<file path="src/rtl/div_sequencer.sv">
// Multicycle control stage for a combinational unsigned divider: sign handling,
// registered operand drive with a fixed settle window, and result capture.
module div_sequencer #(
    parameter int WIDTH         = 32,
    parameter int SETTLE_CYCLES = 4
) (
    input  logic             iClk,
    input  logic             iRst,
    input  logic             iStart,
    input  logic             iSigned,
    input  logic [WIDTH-1:0] iA,
    input  logic [WIDTH-1:0] iB,
    output logic             oBusy,
    output logic             oDone,
    output logic [WIDTH-1:0] oLO,
    output logic [WIDTH-1:0] oHI,
    output logic             oDivZero,
    output logic [WIDTH-1:0] oDivQ,
    output logic [WIDTH-1:0] oDivD,
    input  logic [WIDTH-1:0] iDivQ,
    input  logic [WIDTH-1:0] iDivR
);

    // state  | meaning
    // IDLE   | waiting for iStart; operands latched on the accepting edge
    // SETTLE | divider inputs held; counter runs down to the capture edge
    // DONE   | results valid, oDone high for this single cycle

    localparam int CW = (SETTLE_CYCLES > 1) ? $clog2(SETTLE_CYCLES) : 1;

    typedef enum logic [1:0] {
        IDLE   = 2'd0,
        SETTLE = 2'd1,
        DONE   = 2'd2
    } state_t;

    state_t          state;
    logic [CW-1:0]   count;
    logic            neg_q;
    logic            neg_r;

    logic            a_neg;
    logic            b_neg;
    assign a_neg = iSigned & iA[WIDTH-1];
    assign b_neg = iSigned & iB[WIDTH-1];

    always_ff @(posedge iClk) begin
        if (iRst) begin
            state    <= IDLE;
            count    <= '0;
            neg_q    <= 1'b0;
            neg_r    <= 1'b0;
            oBusy    <= 1'b0;
            oDone    <= 1'b0;
            oLO      <= '0;
            oHI      <= '0;
            oDivZero <= 1'b0;
            oDivQ    <= '0;
            oDivD    <= '0;
        end else begin
            oDone <= 1'b0;
            case (state)
                IDLE: begin
                    if (iStart) begin
                        neg_q <= a_neg ^ b_neg;
                        neg_r <= a_neg;
                        oDivQ <= a_neg ? -iA : iA;
                        oDivD <= b_neg ? -iB : iB;
                        oBusy <= 1'b1;
                        // Divide-by-zero bypasses the divider entirely.
                        if (iB == '0) begin
                            oLO      <= '1;
                            oHI      <= iA;
                            oDivZero <= 1'b1;
                            oDone    <= 1'b1;
                            state    <= DONE;
                        end else begin
                            count <= CW'(SETTLE_CYCLES - 1);
                            state <= SETTLE;
                        end
                    end
                end
                SETTLE: begin
                    if (count == '0) begin
                        oLO      <= neg_q ? -iDivQ : iDivQ;
                        oHI      <= neg_r ? -iDivR : iDivR;
                        oDivZero <= 1'b0;
                        oDone    <= 1'b1;
                        state    <= DONE;
                    end else begin
                        count <= count - 1'b1;
                    end
                end
                DONE: begin
                    oBusy <= 1'b0;
                    state <= IDLE;
                end
                default: begin
                    oBusy <= 1'b0;
                    state <= IDLE;
                end
            endcase
        end
    end

endmodule
</file>
<file path="config.mk">
export PLATFORM = sky130hd
export DESIGN_NAME = div_sequencer
export DESIGN_NICKNAME = d
export VERILOG_FILES = /design/src/rtl/div_sequencer.sv
export SDC_FILE = /design/constraint.sdc
export NUM_CORES = 1
export LEC_CHECK = 0
export CAP_MARGIN = 20
export CELL_PAD_IN_SITES_DETAIL_PLACEMENT = 1
export CELL_PAD_IN_SITES_GLOBAL_PLACEMENT = 2
export CORE_ASPECT_RATIO = 1.75
export CORE_MARGIN = 10
export CORE_UTILIZATION = 27
export CTS_CLUSTER_DIAMETER = 200
export CTS_CLUSTER_SIZE = 20
export DETAILED_ROUTE_END_ITERATION = 12
export PLACE_DENSITY_LB_ADDON = 0.1
export SYNTH_ARGS = -nofsm -noshare
export SYNTH_HDL_FRONTEND = slang
export SYNTH_SLANG_ARGS = --single-unit
</file>
<file path="constraint.sdc">
create_clock -name iClk -period 4.7 [get_ports iClk]
set_clock_uncertainty 0.1 [all_clocks]
set_input_delay 0.94 -clock iClk [delete_from_list [all_inputs] [get_ports iClk]]
set_output_delay 0.94 -clock iClk [all_outputs]
set_load 0.01 [all_outputs]
</file>
==> flow_summary_export.csv, run 1 <==
group,metric,value,unit
timing,finalSetupViolations,0,
synthesis,yosysWarnings,0,
floorplan,row_count,81,
floorplan,die_area,35550,sq um
timing,final.period_utilization,76.20,%
synthesis,avgSynthCellArea,8.057,sq um
timing,post-route-min-period,3.581,ns
clock_network,cts_sinks,137,
timing,worst_pin_slew,0.9703,ns
power_and_ir_drop,p_leak,0.003734,uW
timing,hold_viol_final,0,
grt,track_usage,18.12,%
clock_network,clock_path_buffers,2,
synthesis,synth_xor_area_share,12.78,%
worst_setup_path,critical_path_class,"in -> reg",
detailed_routing,dr_wl_met2,17300,microns
synthesis,synth-seq-area-share,36.06,%
floorplan,core_area,27870,sq um
grt,first_global_vias,8348,
timing,slew_violations,0,
grt,grt_max_degree,82,
power_and_ir_drop,internal_power,2605,uW
detailed_routing,dr.first_iter.drc_count,248,
grt,grt-ovfl-total,0,
worst_setup_path,cp_slowest_cell,"a31o_2",
clock_network,cts_resized,0,
power_and_ir_drop,pwr-share-seq,36.2,%
timing,hold_slack,0.3545,ns
status,status,"finished, final reports clean",
synthesis,ys_top_cells_by_area,"dfxtp_1 (36%), xor2_1 (8.2%), a21oi_1 (5.7%), nor2_1 (5.2%), xnor2_1 (4.6%)",
synthesis,synth_top_family_by_area,"compound AO/OA/AOI/OAI gates",
worst_setup_path,cp-start-kind,"primary input",
detailed_routing,dr_wl_met3,1759,microns
run,cap_violations,0,
clock_network,clk_latency,0.43,ns
place,io_buffers,262,
grt,grt_antenna_before_repair,3,
detailed_routing,drc,0,
timing,slew_headroom,35.32,%
timing,rsz0062_at_grt,"no",
power_and_ir_drop,p_comb_share,23.9,%
floorplan,die_x,146.9,microns
detailed_routing,wl_per_cell,21.10,microns
synthesis,synth_fp_nets,1081,
detailed_routing,first_pass_iters,4,
place,place_hpwl,25290,microns
worst_setup_path,cpPeakStageDelay,0.55,ns
place,gp_congestion,0.8032,
grt,grt_pass1_wl,50330,microns
worst_setup_path,crit_arrival,3.84,ns
clock_network,clkTransAtPathRegs,0.06,ns
clock_network,post_cts_buffers,0,
power_and_ir_drop,clock_power_share,39.9,%
final_layout,finish.net_count,1303,
synthesis,synth_top_area_share,36.06,%
detailed_routing,topRoutingLayerUsed,"met5",
detailed_routing,drtAntennaViolNets,0,
clock_network,h-tree-depth,4,
final_layout,drive_gt1_share,5.259,%
timing,tns,0,ns
power_and_ir_drop,ir_drop,241.5,uV
power_and_ir_drop,power.switching,1059,uW
power_and_ir_drop,power.density,328.1,nW/um^2
synthesis,yosys.area.top_type,"dfxtp_1",
final_layout,syn_to_final_growth,46.83,%
power_and_ir_drop,switching_share,28.90,%
floorplan,die_y,242.0,microns
detailed_routing,via_per_inst,5.024,
clock_network,cts_tree,"yes",
worst_setup_path,end_kind,"flop",
synthesis,synth_fa_ha_area_share,0.8225,%
synthesis,synth-simple-area-share,18.72,%
synthesis,muxShareOfSynthArea,0.2632,%
synthesis,ys_ff_latch,137,
synthesis,synthArstFlopShare,0,%
synthesis,syn_inst,944,
worst_setup_path,worstPathRequired,4.95,ns
clock_network,cts-buffers-inserted,17,
clock_network,ctsHoldBuffers,0,
worst_setup_path,critPathMaxFanout,35,
floorplan,initial_core_util,27.29,%
synthesis,synth_edf_count,0,
worst_setup_path,crit_chain,"clkdlybuf4s50_1 -> nor4_1 -> and4b_1 -> nor2b_1 -> a31o_2 -> buf_12 -> nor2_1 -> a211oi_1",
synthesis,synth_compound_area_share,26.85,%
clock_network,cts-root-buf,"clkbuf_16",
synthesis,ys_types,56,
detailed_routing,wirelength,32790,microns
hold_path,hold_path.class,"reg -> reg",
detailed_routing,vias,7808,
timing,fmax,0.2792,GHz
synthesis,synth_ff_type,"dfxtp_1",
floorplan,io_pins,263,
detailed_routing,m1WireLength,13070,microns
synthesis,synth_area,7606,sq um
==> power groups by stage <==
stage	registers (uW)	logic [uW]	clock network (uW)
6_report	1330	876	1460
5_1_grt	1340	961	1560
4_1_cts	1330	892	1520
3_5_place_dp	1350	889	0
3_3_place_gp	1350	882	0
2_1_floorplan	1390	352	0
==> state kept, by name, summed over array words and instances (netlist names) <==
signal / flops
state: 2
count: 2
oDivQ: 32
neg_q: 1
neg_r: 1
oHI: 32
oLO: 32
oDone: 1
oBusy: 1
oDivD: 32
oDivZero: 1
==> layout by cell type, fill, tap and decap left out, types with 5 or more instances in the layout <==
cell type        count
clkbuf_16           17
nor2_1             105
a211o_1             14
a311oi_1             9
clkdlybuf4s50_1    261
xor2_1              71
nor4_1              11
inv_1               15
buf_4               12
nand3_1              9
or4_1               17
a21oi_1             87
a211oi_1            42
xnor2_1             40
dfxtp_1            137
or3_1               18
o211ai_1            11
o21ai_0             56
ha_1                 5
o21ai_1             11
nor2b_1              5
o31ai_1             23
nand2b_1             9
or2_2                5
o41ai_1             18
nor3_1              11
a31oi_1              8
nand2_1             84
==> final timing paths <==
kind	startpoint	end	slack, ns	depth (start not counted)
max	iB[18]	oLO[4]	1.12	8
min	oHI[12]	oHI[12]	0.35	2
max reg2reg	state[1]	oHI[5]	2.10	7
min reg2reg	oHI[12]	oHI[12]	0.35	2
==> kinds of logic (layout without fill, tap and decap cells) <==
kind of cell | count (synthesis) | in the layout
compound gates | 304 | 304
xor+xnor | 111 | 111
fa+ha+maj | 5 | 5
buf+inv | 87 | 322
flops | 137 | 137
mux | 2 | 2
other cells | 0 | 2
simple gates | 298 | 298
==> cell type report <==
type	instances	area, sq um
Antenna cell	2	5.005
Clock buffer	20	456.7
Multi-Input combinational cell	720	4531
Sequential cell	137	2743
Fill cell	3316	16700
Clock inverter	12	172.7
Tap cell	373	466.7
Inverter	15	56.30
Timing Repair Buffer	275	2738
==> routing by layer <==
layer	up-vias	track usage [%]
met3	32	4.749
met4	2	6.826
met5	-	0
li1	3868	-
met1	3718	19.32
met2	188	33.05
==> per-stage QoR <==
stage,cells,setup WS [ns],util (%),area (sq um),power [uW]
after floorplan,944,1.475,-,7606,1739
after global placement,1519,0.7121,37.74,10520,2234
after detailed placement,1519,0.5574,37.74,10520,2243
after CTS,1551,1.047,40.00,11150,3738
after global routing,1554,0.7936,40.07,11170,3865
final,1554,1.119,40.07,11170,3664
==> cells in the mapped netlist (3+ instances only) <==
master	count
dfxtp_1	137
nor2_1	105
a21oi_1	87
nand2_1	84
xor2_1	71
clkbuf_1	59
o21ai_0	56
a211oi_1	42
xnor2_1	40
o31ai_1	23
o41ai_1	18
or3_1	18
or4_1	17
inv_1	15
a211o_1	14
nor3_1	11
nor4_1	11
o211ai_1	11
o21ai_1	11
a311oi_1	9
nand2b_1	9
nand3_1	9
a31oi_1	8
buf_2	7
nor2b_1	6
and2_1	5
buf_1	5
ha_1	5
or2_2	5
o221a_1	4
o221a_2	3
o31a_1	3
o41ai_2	3
==> critical path: cells and delay by family <==
kind | cells | cell delay [ns]
AOI/OAI and AO/OA | 2 | 0.75
and+or+nand+nor | 4 | 1.36
buffers and inverters | 2 | 0.75
Note: power is estimated with default switching activity, not from simulation.
==> inputs of run 2 (changes only) <==
- CORE_UTILIZATION: 27 -> 26
- clock period: 4.7 -> 3.6 ns (I/O delays scaled with it)
==> flow_summary_export.csv, run 2 (synthesis results as in run 1) <==
group,metric,value,unit
power_and_ir_drop,power.density,426.8,nW/um^2
grt,grt_antenna_before_repair,0,
place,place_inst,1572,
grt,track_usage,18.02,%
final_layout,syn_to_final_growth,52.28,%
final_layout,drive_gt1_share,8.891,%
worst_setup_path,worstPathRequired,3.84,ns
run,cap_violations,0,
place,placed_area,10910,sq um
clock_network,h-tree-depth,4,
place,dp_slack,-0.07457,ns
floorplan,io_pins,263,
final_layout,stdcell_area,11580,sq um
clock_network,cts-root-buf,"clkbuf_16",
detailed_routing,dr.first_iter.drc_count,202,
worst_setup_path,cp-start-kind,"primary input",
worst_setup_path,rr_worst_depth,6,
final_layout,finish.net_count,1350,
worst_setup_path,critPathMaxFanout,6,
clock_network,cts_sinks,137,
floorplan,core_area,28730,sq um
clock_network,ctsHoldBuffers,0,
floorplan,die_x,149.3,microns
worst_setup_path,critical_path_class,"in -> reg",
detailed_routing,wirelength,33430,microns
timing,fin_ws,0.3997,ns
final_layout,mostFrequentLayoutCells,"clkdlybuf4s50_1 (261), dfxtp_1 (137), nor2_1 (105)",
floorplan,die_area,36760,sq um
timing,worst_pin_slew,1.059,ns
worst_setup_path,r2r_end,"oHI[2]",
detailed_routing,vias,7933,
timing,rsz0062_at_grt,"no",
final_layout,layout.cells.non_filler,1604,
place,io_buffers,262,
clock_network,cts_tree,"yes",
timing,hold_viol_final,0,
detailed_routing,drc,0,
final_layout,diodes,0,
timing,slew_headroom,29.28,%
timing,finalSetupViolations,0,
worst_setup_path,crit_chain,"clkdlybuf4s50_1 -> or4_1 -> or4_1 -> o41ai_1 -> xnor2_1 -> nor2_1 -> o41ai_1",
worst_setup_path,cp_slowest_cell,"or4_1",
detailed_routing,first_pass_iters,4,
hold_path,min_path_cells,2,
clock_network,cts-buffers-inserted,17,
status,status,"finished, final reports clean",
grt,grt-ovfl-total,0,
floorplan,die_y,246.3,microns
clock_network,cts_resized,0,
power_and_ir_drop,p_leak,0.003984,uW
final_layout,final_common_cell,"clkdlybuf4s50_1",
clock_network,clock_path_buffers,2,
floorplan,row_count,82,
clock_network,clk_latency,0.44,ns
power_and_ir_drop,ir_drop,375.2,uV
detailed_routing,wl_per_cell,20.84,microns
place,place_hpwl,26280,microns
hold_path,hold_path.class,"reg -> reg",
worst_setup_path,cpPeakStageDelay,0.65,ns
detailed_routing,via_per_inst,4.946,
grt,grt_pass1_wl,51260,microns
timing,post-route-min-period,3.200,ns
floorplan,initial_core_util,26.48,%
timing,fmax,0.3125,GHz
worst_setup_path,crit_arrival,3.44,ns
timing,final.period_utilization,88.90,%
grt,first_global_vias,8376,
place,gp_congestion,0.7860,
grt,grt_max_degree,57,
clock_network,clkTransAtPathRegs,0.06,ns
hold_path,min_from,"oDivD[27]",
timing,slew_violations,0,
worst_setup_path,path_buf_inv,1,
worst_setup_path,end_kind,"flop",
worst_setup_path,rr_startpoint,"neg_r",
timing,hold_slack,0.3509,ns
worst_setup_path,crit_family,"simple AND/OR/NAND/NOR gates",
detailed_routing,drtAntennaViolNets,0,
worst_setup_path,r2r_slack,1.44,ns
hold_path,hold_end,"oDivD[27]",
clock_network,post_cts_buffers,0,
## run 2: worst max-delay path by stage
| stage | from | end | slack (ns) | depth (start not counted) |
|---|---|---|---|---|
| after global placement | iDivR[10] | oHI[30] | -0.04 | 7 |
| after global routing | iDivR[9] | oHI[30] | 0.16 | 7 |
| after detailed placement | iDivR[10] | oHI[30] | -0.07 | 7 |
| after CTS | iDivR[10] | oHI[30] | 0.38 | 7 |
| after floorplan | iDivR[10] | oHI[28] | 0.59 | 8 |
| final | iDivR[10] | oHI[30] | 0.40 | 7 |
## run 2: power breakdown
group          internal, uW  switching [uW]  total [uW]
sequential             1650            82.7        1740
clock                  1310             726        2030
combinational           585             591        1180
## run 2: final cells by class
| class | instances | area, sq um |
|---|---|---|
| Sequential cell | 137 | 2743 |
| Clock buffer | 22 | 484.2 |
| Clock inverter | 10 | 187.7 |
| Timing Repair Buffer | 322 | 3108 |
| Inverter | 15 | 56.30 |
| Fill cell | 3405 | 17150 |
| Multi-Input combinational cell | 720 | 4531 |
| Tap cell | 378 | 473.0 |
## run 2: worst reg2reg max path: stages, from the launching register on
cell and delay [ns]:
dfxtp_1 1.02, buf_4 0.31, nor2b_1 0.17, xnor2_1 0.15, nand2_1 0.08, o211ai_1 0.11
a21oi_1 0.09
## run 2: layer usage
| layer | GRT usage (%) | wire [microns] | up-vias | share of wire, % |
|---|---|---|---|---|
| met5 | 0 | 0 | - | 0 |
| met4 | 5.504 | 648 | 0 | 1.9 |
| met3 | 5.286 | 1835 | 29 | 5.5 |
| met2 | 33.25 | 17980 | 180 | 54 |
| met1 | 19.06 | 12970 | 3777 | 39 |
| li1 | - | - | 3947 | - |
## run 2: metrics by stage
| step | utilization, % | TNS, ns | total power, uW |
|---|---|---|---|
| finish | 40.32 | 0 | 4944 |
| global route | 40.32 | 0 | 5200 |
| CTS | 40.32 | 0 | 5033 |
| detailed placement | 37.98 | -0.1165 | 2971 |
| global placement | 37.98 | -0.03836 | 2961 |
| floorplan | - | 0 | 2270 |
